[src/rtl/dmem_ctrl_pkg.sv]
// Shared definitions for the data-memory controller and the alignment unit.
package dmem_ctrl_pkg;

    // Access codes, shared with the load/store alignment unit
    localparam logic [3:0] ACC_LB  = 4'd0;
    localparam logic [3:0] ACC_LH  = 4'd1;
    localparam logic [3:0] ACC_LW  = 4'd2;
    localparam logic [3:0] ACC_LBU = 4'd3;
    localparam logic [3:0] ACC_LHU = 4'd4;
    localparam logic [3:0] ACC_SB  = 4'd5;
    localparam logic [3:0] ACC_SH  = 4'd6;
    localparam logic [3:0] ACC_SW  = 4'd7;

    typedef enum logic [2:0] {
        ST_IDLE,
        ST_RD,
        ST_DATA,
        ST_WR,
        ST_RESP
    } state_t;

    function automatic logic is_store(input logic [3:0] access);
        return (access == ACC_SB) || (access == ACC_SH) || (access == ACC_SW);
    endfunction

endpackage

[src/rtl/dmem_align_chk.sv]
// Alignment / legality check of an access, evaluated at request acceptance.
import dmem_ctrl_pkg::*;

module dmem_align_chk (
    input  logic [1:0] addr_lo,
    input  logic [3:0] access,
    output logic       err
);

    // Halfwords need an even address, words a 4-byte boundary, codes above SW are illegal
    always_comb begin
        err = 1'b0;
        case (access)
            ACC_LB, ACC_LBU, ACC_SB: err = 1'b0;
            ACC_LH, ACC_LHU, ACC_SH: err = addr_lo[0];
            ACC_LW, ACC_SW:          err = |addr_lo;
            default:                 err = 1'b1;
        endcase
    end

endmodule

[src/rtl/dmem_ctrl.sv]
// Data-memory access sequencer: loads, read-modify-write for SB/SH, direct SW.
import dmem_ctrl_pkg::*;

module dmem_ctrl #(
    parameter int ADDR_W = 10
) (
    input  logic              clk,
    input  logic              rstn,
    input  logic              req_valid,
    output logic              req_ready,
    input  logic [31:0]       req_addr,
    input  logic [3:0]        req_access,
    input  logic [31:0]       req_wdata,
    output logic              resp_valid,
    output logic [31:0]       resp_rdata,
    output logic              resp_err,
    output logic              stall,
    output logic [ADDR_W-1:0] mem_addr,
    output logic              mem_re,
    input  logic [31:0]       mem_rdata,
    output logic              mem_we,
    output logic [31:0]       mem_wdata,
    output logic [31:0]       slu_addr,
    output logic [3:0]        slu_access,
    output logic [31:0]       slu_rd_in,
    output logic [31:0]       slu_wd_in,
    input  logic [31:0]       slu_rd_out,
    input  logic [31:0]       slu_wd_out
);

    state_t      state, state_nx;
    logic [31:0] addr_q;
    logic [3:0]  access_q;
    logic [31:0] wdata_q;
    logic [31:0] mem_wdata_q;
    logic [31:0] resp_rdata_q;
    logic        resp_err_q;
    logic        chk_err;
    logic        accept;

    dmem_align_chk u_chk (
        .addr_lo (req_addr[1:0]),
        .access  (req_access),
        .err     (chk_err)
    );

    assign accept = req_valid && (state == ST_IDLE);

    // State register
    always_ff @(posedge clk) begin
        if (!rstn) state <= ST_IDLE;
        else       state <= state_nx;
    end

    // Next-state: errors skip memory, SW skips the read, SB/SH merge before writing
    always_comb begin
        state_nx = state;
        case (state)
            ST_IDLE: begin
                if (accept) begin
                    if (chk_err)                   state_nx = ST_RESP;
                    else if (req_access == ACC_SW) state_nx = ST_WR;
                    else                           state_nx = ST_RD;
                end
            end
            ST_RD:   state_nx = ST_DATA;
            ST_DATA: state_nx = is_store(access_q) ? ST_WR : ST_RESP;
            ST_WR:   state_nx = ST_RESP;
            ST_RESP: state_nx = ST_IDLE;
            default: state_nx = ST_IDLE;
        endcase
    end

    // Request latch, write-word and response registers; response regs change only on RESP entry
    always_ff @(posedge clk) begin
        if (!rstn) begin
            addr_q       <= '0;
            access_q     <= '0;
            wdata_q      <= '0;
            mem_wdata_q  <= '0;
            resp_rdata_q <= '0;
            resp_err_q   <= 1'b0;
        end else begin
            case (state)
                ST_IDLE: begin
                    if (accept) begin
                        addr_q   <= req_addr;
                        access_q <= req_access;
                        wdata_q  <= req_wdata;
                        if (chk_err) begin
                            resp_rdata_q <= '0;
                            resp_err_q   <= 1'b1;
                        end else if (req_access == ACC_SW) begin
                            mem_wdata_q <= req_wdata;
                        end
                    end
                end
                ST_DATA: begin
                    if (is_store(access_q)) begin
                        mem_wdata_q <= slu_wd_out;
                    end else begin
                        resp_rdata_q <= slu_rd_out;
                        resp_err_q   <= 1'b0;
                    end
                end
                ST_WR: begin
                    resp_rdata_q <= '0;
                    resp_err_q   <= 1'b0;
                end
                default: ;
            endcase
        end
    end

    assign req_ready  = (state == ST_IDLE);
    assign stall      = (state != ST_IDLE);
    assign resp_valid = (state == ST_RESP);
    assign mem_re     = (state == ST_RD);
    assign mem_we     = (state == ST_WR);
    assign mem_addr   = addr_q[ADDR_W+1:2];
    assign mem_wdata  = mem_wdata_q;
    assign resp_rdata = resp_rdata_q;
    assign resp_err   = resp_err_q;
    assign slu_addr   = addr_q;
    assign slu_access = access_q;
    assign slu_rd_in  = (state == ST_DATA) ? mem_rdata : 32'd0;
    assign slu_wd_in  = wdata_q;

endmodule

[config.mk]
export PLATFORM = sky130hd
export DESIGN_NAME = dmem_ctrl
export DESIGN_NICKNAME = d
export VERILOG_FILES = /design/src/rtl/dmem_ctrl_pkg.sv /design/src/rtl/dmem_align_chk.sv /design/src/rtl/dmem_ctrl.sv
export SDC_FILE = /design/constraint.sdc
export NUM_CORES = 1
export LEC_CHECK = 0
export ABC_CLOCK_PERIOD_IN_PS = 1630
export BUFFER_PORTS_ARGS = -buffer_cell sky130_fd_sc_hd__buf_2
export CORE_AREA = 2 2 165 103
export CTS_CLUSTER_DIAMETER = 40
export DETAILED_ROUTE_END_ITERATION = 8
export DIE_AREA = 0 0 167 105
export PLACE_DENSITY = 0.84
export SLEW_MARGIN = 40
export SYNTH_ARGS = -nofsm -noshare
export SYNTH_HDL_FRONTEND = slang
export SYNTH_SLANG_ARGS = --single-unit
export TNS_END_PERCENT = 20
[constraint.sdc]
create_clock -name clk -period 1.63 [get_ports clk]
set_input_delay 0.163 -clock clk [delete_from_list [all_inputs] [get_ports clk]]
set_output_delay 0.163 -clock clk [all_outputs]
set_load 0.02 [all_outputs]
==> impl_metrics.ini, run 1 <==
[clock_network]
clk_latency_ns = 0.41
path_clk_slew_ns = 0.07
cts_tree = yes
root_buffer = clkbuf_16
clk_path_buf_depth = 2
cts_buffers = 17
cts.sinks = 136
htreeDepth = 4

[floorplanning]
dieHeight_um = 105
rows = 36
core_sq_um = 15900
initial_utilization_pct = 40.5
die_area_sq_um = 17500
dieWidth_um = 167
io_pins = 347

[synthesis]
synth-async-reset-ratio_pct = 0
yosys_warnings = 0
syn_area_per_cell_sq_um = 8.59
ys_ff_latch = 136
synth_area_leaders = dfxtp_1 42%, nand2_1 9.8%, and2_1 6.4%
synth_area_sq_um = 6440
netlist.area_leader.share_pct = 42.3
syn_nets = 917
synth-edff-count = 0
synth_flop_cell = dfxtp_1
synthCells = 750
synth_largest_area_cell = dfxtp_1
yosysUniqueCellTypes = 40
synth-seq-area-share_pct = 42.3

[routing]
dr.pass1.iters = 5
vias = 6877
ant_nets = 0
wire_per_inst_um = 17.5
drc_errors = 0
avgViaCountPerCell = 5.16
drtIter0Drc = 461
routed_wirelength_um = 23300

[timing]
setup_ws_ns = -0.135
worst_slew_pin_slew_ns = 0.512
fin_setup_tns_ns = -5.66
max_freq_mhz = 566
whs_ns = 0.0114
drv_slew = 0
fin_crit_ns = 1.77
fin_crit_sh_pct = 108
slew_headroom_pct = 65.9
rsz0062_at_grt = yes
hold_viol_final = 0
skew_ns = 0.0139
setup_violations = 63

[global_route]
grt-ovfl-total = 0
antenna_found_initial = 1
grt_pass1_wl_um = 35700
track_usage_pct = 25.3
grt_max_degree = 49
grt_pass1_vias = 6831

[layout]
area_growth_pct = 54.4
drive_above_1_share_pct = 48.5
layout.nets = 1277
layout_commonest_cell = buf_2
final_cells = 1332
antenna_cells = 0
final_cell_mix = 313 x buf_2, 168 x nand2_1, 131 x dfxtp_1, 68 x a21oi_1, 40 x dlygate4sd3_1

[setup_path]
arrival_ns = 2.04
start_kind = register
critPathCaptureType = register
crit_fanout = 17
worstSetupPathType = reg -> reg
required_ns = 1.91

[outcome]
status = finished, violations left
failed_checks = negative setup slack

[flow_run]
maxCapViolCount = 0

[power_and_ir_drop]
leakage_nw = 4.53
ir_drop_mv = 0.621
p_per_area_nw_per_um2 = 973

[placed_design]
numPortBuffers = 346
placed_cells = 1253
place_congestion = 0.816
hpwl_um = 15700
dp_slack_ns = -0.107

[worst_hold_path]
hold_class = in -> reg
-- registers in the layout (all words and copies together) (netlist names) --
signal,count
resp_rdata,32
slu_addr,32
mem_wdata,32
slu_wd_in,32
state,3
resp_err,1
slu_access,4
-- report_power, final --
| part | internal [W] | switching, W | total [W] |
|---|---|---|---|
| logic | 0.000727 | 0.00114 | 0.00187 |
| registers | 0.00349 | 0.0000909 | 0.00358 |
| clock network | 0.00261 | 0.00162 | 0.00423 |
-- final cells by class --
| type | count | area, sq um |
|---|---|---|
| fillers | 1330 | 5960 |
| multi-input cells | 496 | 3380 |
| repair buffers | 424 | 2810 |
| flip-flops and latches | 136 | 2730 |
| clock buffers | 18 | 429 |
| well taps | 209 | 262 |
| clock inverters | 14 | 210 |
| inverters | 35 | 133 |
-- critical path: stages, from the launching register on --
cell      delay [ns]
dfxtp_2         0.36
nor3b_4         0.24
buf_4           0.18
buf_16          0.17
mux2_2          0.34
a211oi_1        0.25
a211oi_1        0.09
-- cells by family after synthesis --
kind of cell | share of synthesized area (%)
AOI/OAI and AO/OA | 21.2
xor gates and xnor gates | 0.136
buffers and inverters | 8.72
DFF | 42.3
muxes | 5.75
and+or+nand+nor | 21.9
-- metal layers --
metal  vias up  track usage [%]  part of all wire [%]
met5         -                0                 0.056
met4         2             8.50                   2.2
met3        42             5.76                   6.4
met2       306             42.4                    48
met1      3248             32.1                    43
li1       3279                -                     -
-- Yosys cell counts (all sizes together), types with 3 or more instances --
cell / count
a211oi: 64
nor3: 4
nand2: 169
o31ai: 32
clkbuf: 48
nand4: 33
mux2: 32
and2: 66
buf: 35
nor2b: 3
inv: 35
a21oi: 68
nor2: 4
dfxtp: 136
-- final timing paths --
path | from | endpoint | cells after the start | slack, ns
setup / recovery | state[1]$_SDFFE_PN0P_ | mem_wdata[0]$_SDFFE_PN0P_ | 6 | -0.14
setup reg to reg | state[1]$_SDFFE_PN0P_ | mem_wdata[0]$_SDFFE_PN0P_ | 6 | -0.14
hold reg to reg | slu_addr[31]$_SDFFE_PN0P_ | slu_addr[31]$_SDFFE_PN0P_ | 2 | 0.45
hold / removal | req_addr[31] | slu_addr[31]$_SDFFE_PN0P_ | 3 | 0.01
-- metrics by stage --
stage                     power, W  utilization, %  area [sq um]
after floorplan            0.00468               -          6550
after global placement     0.00530            53.0          8420
after detailed placement   0.00534            53.0          8420
after CTS                  0.00968            61.2          9730
after global routing        0.0101            62.5          9940
final                      0.00968            62.5          9940
-- timing repair --
| action | CTS | global route |
|---|---|---|
| gates cloned | 1 | 3 |
| pin swaps | 2 | 21 |
| resized for setup | 71 | 44 |
| setup buffers | 3 | 0 |
| hold endpoints to repair | 39 | 1 |
| hold buffers | 39 | 1 |
| setup endpoints to repair | 67 | 107 |
Power figures use the tool's default switching activity.
==> run 2, diff against run 1 <==
Settings changed: ABC_CLOCK_PERIOD_IN_PS 1630 to 1700, CORE_AREA 2 2 165 103 to 2 2 134 136, DIE_AREA 0 0 167 105 to 0 0 136 138, GPL_TIMING_DRIVEN from default to 0, PLACE_DENSITY 0.84 to 0.77.
Clock period 1.63 ns to 1.7 ns, I/O delays scaled along.
==> impl_metrics.ini, run 2 (same netlist as run 1, synthesis figures left out) <==
[power_and_ir_drop]
finalPower_w = 0.00908
leakage_nw = 4.68
ir_drop_mv = 0.659
p_per_area_nw_per_um2 = 887

[placed_design]
place_congestion = 0.845
dp_slack_ns = -0.542
numPortBuffers = 346
hpwl_um = 16800
placed_cells = 1325

[outcome]
failed_checks = negative setup slack
status = finished, violations left

[clock_network]
cts_buffers = 17
clk_latency_ns = 0.42
htreeDepth = 4
root_buffer = clkbuf_16
clk_path_buf_depth = 2
cts_tree = yes
cts.sinks = 136
path_clk_slew_ns = 0.06

[layout]
regArea_sq_um = 2740
drive_above_1_share_pct = 47.8
layout_commonest_cell = buf_2
area_growth_pct = 58.8
final_util_pct = 58.3
final_cell_mix = 319 x buf_2, 168 x nand2_1, 132 x dfxtp_1, 68 x a21oi_1, 47 x dlygate4sd3_1
multi_input_area_sq_um = 3370
antenna_cells = 0
layout.nets = 1341
final_cells = 1416
fillers = 1518

[setup_path]
path_cells = nor3b_4 > buf_6 > buf_12 > clkbuf_8 > and2_4 > buf_6
critPathMaxStageDelay_ns = 0.36
arrival_ns = 1.75
start_kind = register
worstSetupPathType = reg -> out
cpMaxStageDelayCell = dfxtp_4
critPathCaptureType = output pin
critical_path.most_common_cell = buf_6
crit_fanout = 6
required_ns = 1.53

[floorplanning]
io_pins = 347
dieWidth_um = 136
dieHeight_um = 138
core_sq_um = 17500
rows = 49
initial_utilization_pct = 36.7
die_area_sq_um = 18800

[routing]
dr.pass1.iters = 5
wire_per_inst_um = 17.2
drtIter0Drc = 291
ant_nets = 0
drc_errors = 0
avgViaCountPerCell = 5.11
routed_wirelength_um = 24300
vias = 7234

[global_route]
track_usage_pct = 24.8
antenna_found_initial = 0
grt_pass1_vias = 6930
grt_max_degree = 17
grt_pass1_wl_um = 36500
grt-ovfl-total = 0

[timing]
worst_slew_pin_slew_ns = 0.728
setup_ws_ns = -0.222
hold_viol_final = 0
rsz0062_at_grt = yes
fin_crit_ns = 1.92
drv_slew = 0
skew_ns = 0.0109
setup_violations = 115
fin_crit_sh_pct = 113
whs_ns = 0.0168
max_freq_mhz = 520
slew_headroom_pct = 51.4

[flow_run]
maxCapViolCount = 0

[worst_hold_path]
hold_class = in -> reg
[run 2: what timing repair did]
item                       in CTS  in global routing
hold endpoints to repair       47                  0
buffers inserted                7                  2
cloned                          4                  0
setup endpoints to repair     130                141
resized for setup             152                 43
pin swaps                      24                  7
hold buffers                   47                  0
[run 2: layer usage]
metal / wire length (um) / share of wire, % / vias up / track usage [%]
met5: 0 / 0 / - / 0
met4: 1070 / 4.4 / 0 / 12.0
met3: 1950 / 8.0 / 82 / 7.37
met2: 11600 / 48 / 351 / 40.5
met1: 9710 / 40 / 3388 / 29.5
li1: - / - / 3413 / -
[run 2: metrics by stage]
step	cell area (sq um)	setup TNS, ns
2_1_floorplan	6450	-0.523
3_3_place_gp	8470	-29.88
3_5_place_dp	8470	-33.87
4_1_cts	10100	-13.81
5_1_grt	10200	-20.93
6_report	10200	-14.24
[run 2: layout make-up]
class                   instances  area share [%]
well taps                     229            2.80
clock buffers                  19            4.43
repair buffers                406            25.0
flip-flops and latches        136            26.7
clock inverters                13            1.39
inverters                      35            1.28
plain buffers                  82            5.45
multi-input cells             496            32.9
[run 2: report_power, final]
part           switching (W)  internal [W]  total, W  leakage [nW]
clock network        0.00150       0.00225   0.00375         0.290
registers           0.000102       0.00334   0.00345          1.11
logic                0.00112      0.000764   0.00188          3.28
[run 2: path summary, 6_finish.rpt]
| check | endpoint | from | slack (ns) | depth (start not counted) |
|---|---|---|---|---|
| setup / recovery | slu_rd_in[19] | state[2]$_SDFFE_PN0P_ | -0.22 | 6 |
| setup reg to reg | mem_wdata[25]$_SDFFE_PN0P_ | state[2]$_SDFFE_PN0P_ | -0.22 | 7 |
| hold / removal | slu_wd_in[19]$_SDFFE_PN0P_ | req_wdata[19] | 0.02 | 3 |
| hold reg to reg | slu_wd_in[30]$_SDFFE_PN0P_ | slu_wd_in[30]$_SDFFE_PN0P_ | 0.45 | 2 |
[run 2: worst max-delay path, delay by kind of cell, from the launching register on]
| family | cells | cell delay (ns) |
|---|---|---|
| DFF | 1 | 0.36 |
| and+or+nand+nor | 2 | 0.41 |
| buffers and inverters | 4 | 0.54 |
==> run 3, diff against run 2 <==
Settings changed: PLACE_DENSITY 0.77 to 0.73, SYNTH_HIERARCHICAL from default to 1.
==> impl_metrics.ini, run 3 <==
[setup_path]
start_kind = register
critPathCaptureType = register
cpMaxStageDelayCell = or4b_4
worstSetupPathType = reg -> reg
critPathMaxStageDelay_ns = 0.50
required_ns = 2.06
crit_fanout = 7
critical_path.most_common_cell = buf_6
path_cells = buf_6 > nor3b_4 > buf_6 > or4b_4 > a21boi_4 > buf_6 > clkbuf_16 > o221a_1
arrival_ns = 2.38

[synthesis]
synth_area_leaders = dfxtp_1 46%, nand2_1 13%, mux2i_1 11%
synth_largest_area_cell = dfxtp_1
netlist.area_leader.share_pct = 45.8
yosys_warnings = 6
ys_ff_latch = 136
yosysMostFrequentCell = nand2_1
synth-seq-area-share_pct = 45.8
synth_common_cells = 205 x nand2_1, 136 x dfxtp_1, 68 x a21boi_0
yosysUniqueCellTypes = 33
syn_area_per_cell_sq_um = 8.86
synth_flop_cell = dfxtp_1
synthCells = 671
syn_nets = 838
synth-async-reset-ratio_pct = 0
synth-edff-count = 0
synth_area_sq_um = 5940

[floorplanning]
dieHeight_um = 138
io_pins = 347
core_sq_um = 17500
dieWidth_um = 136
die_area_sq_um = 18800
rows = 49
initial_utilization_pct = 33.9

[routing]
vias = 6310
routed_wirelength_um = 22000
ant_nets = 0
drc_errors = 0
dr.pass1.iters = 5
avgViaCountPerCell = 4.72
wire_per_inst_um = 16.4
drtIter0Drc = 278

[layout]
area_growth_pct = 63.2
final_util_pct = 55.3
final_cells = 1337
final_cell_mix = 319 x buf_2, 205 x nand2_1, 134 x dfxtp_1, 68 x a21boi_0, 64 x mux2i_1
postLayoutCellArea_sq_um = 9700
layout.nets = 1262
layout_commonest_cell = buf_2
drive_above_1_share_pct = 43.1
antenna_cells = 0

[timing]
slew_headroom_pct = 51.6
whs_ns = 0.0159
max_freq_mhz = 494
hold_viol_final = 0
drv_slew = 0
setup_violations = 85
skew_ns = 0.0106
setup_ws_ns = -0.326
fin_crit_ns = 2.03
rsz0062_at_grt = yes
fin_crit_sh_pct = 119
worst_slew_pin_slew_ns = 0.717

[clock_network]
htreeDepth = 4
clk_path_buf_depth = 2
clk_latency_ns = 0.42
cts_tree = yes
cts_buffers = 17
cts.sinks = 136
path_clk_slew_ns = 0.06
root_buffer = clkbuf_16

[placed_design]
numPortBuffers = 345
hpwl_um = 14900
placed_cells = 1245
place_congestion = 0.867
place_area_sq_um = 7990

[global_route]
track_usage_pct = 22.9
grt_max_degree = 17
grt_pass1_vias = 6229
grt_pass1_wl_um = 33800
antenna_found_initial = 0
grt-ovfl-total = 0

[power_and_ir_drop]
finalPower_w = 0.00878
ir_drop_mv = 0.666
leakage_nw = 4.54
p_per_area_nw_per_um2 = 906

[outcome]
failed_checks = negative setup slack
status = finished, violations left

[flow_run]
maxCapViolCount = 0

[worst_hold_path]
hold_class = in -> reg
[run 3: layer usage]
layer	up-vias	global-route usage, %	share of wire, %
li1	3121	-	-
met1	2915	29.0	43
met2	233	38.8	49
met3	41	4.77	5.7
met4	0	7.57	2.3
met5	-	0	0
[run 3: logic make-up (layout without fill, tap and decap cells)]
| group | after synthesis | in the layout | share of synthesized area, % |
|---|---|---|---|
| multiplexers | 64 | 64 | 10.8 |
| flip-flops | 136 | 136 | 45.8 |
| AND/OR/NAND/NOR | 287 | 287 | 21.2 |
| buffers and inverters | 72 | 509 | 6.06 |
| XOR/XNOR | 1 | 1 | 0.147 |
| AO/OA/AOI/OAI | 111 | 111 | 16.0 |
[run 3: cell type report]
class / count / area, sq um
Buffer: 67 / 503
Clock buffer: 19 / 443
Clock inverter: 13 / 168
Fill cell: 1575 / 7840
Inverter: 3 / 11.3
Multi-Input combinational cell: 463 / 3000
Sequential cell: 136 / 2730
Tap cell: 229 / 287
Timing Repair Buffer: 407 / 2560
[run 3: power by group]
| part | switching, W | leakage (nW) | internal, W |
|---|---|---|---|
| sequential | 0.0000769 | 1.11 | 0.00333 |
| clock | 0.00150 | 0.295 | 0.00237 |
| combinational | 0.000867 | 3.13 | 0.000646 |
[run 3: critical path, delay by kind of cell (launching register included)]
| kind | cells | cell delay [ns] |
|---|---|---|
| compound gates | 2 | 0.40 |
| buf+inv | 4 | 0.56 |
| flops | 1 | 0.30 |
| simple gates | 2 | 0.70 |
[run 3: path summary, 6_finish.rpt]
kind	startpoint	end	slack, ns	cells past startpoint
worst max-delay path	state[2]$_SDFFE_PN0P_	mem_wdata[22]$_SDFFE_PN0P_	-0.33	8
worst min-delay path	req_addr[19]	slu_addr[19]$_SDFFE_PN0P_	0.02	3
worst max register to register	state[2]$_SDFFE_PN0P_	mem_wdata[22]$_SDFFE_PN0P_	-0.33	8
worst min register to register	resp_rdata[4]$_SDFFE_PN0P_	resp_rdata[4]$_SDFFE_PN0P_	0.46	2
[run 3: per-stage QoR]
step | worst slack [ns] | setup TNS (ns)
final | -0.326 | -19.77
after global routing | -0.381 | -30.91
after CTS | -0.312 | -20.32
after detailed placement | -0.636 | -54.60
after global placement | -0.561 | -47.87
after floorplan | -0.201 | -11.48
[run 3: what timing repair did]
item / in CTS / in global routing
endpoints found under the setup margin: 162 / 164
pin swaps: 3 / 14
cloned: 2 / 3
hold buffers: 44 / 0
gates resized for setup: 112 / 54
buffers inserted: 7 / 6
hold endpoints to repair: 44 / 0
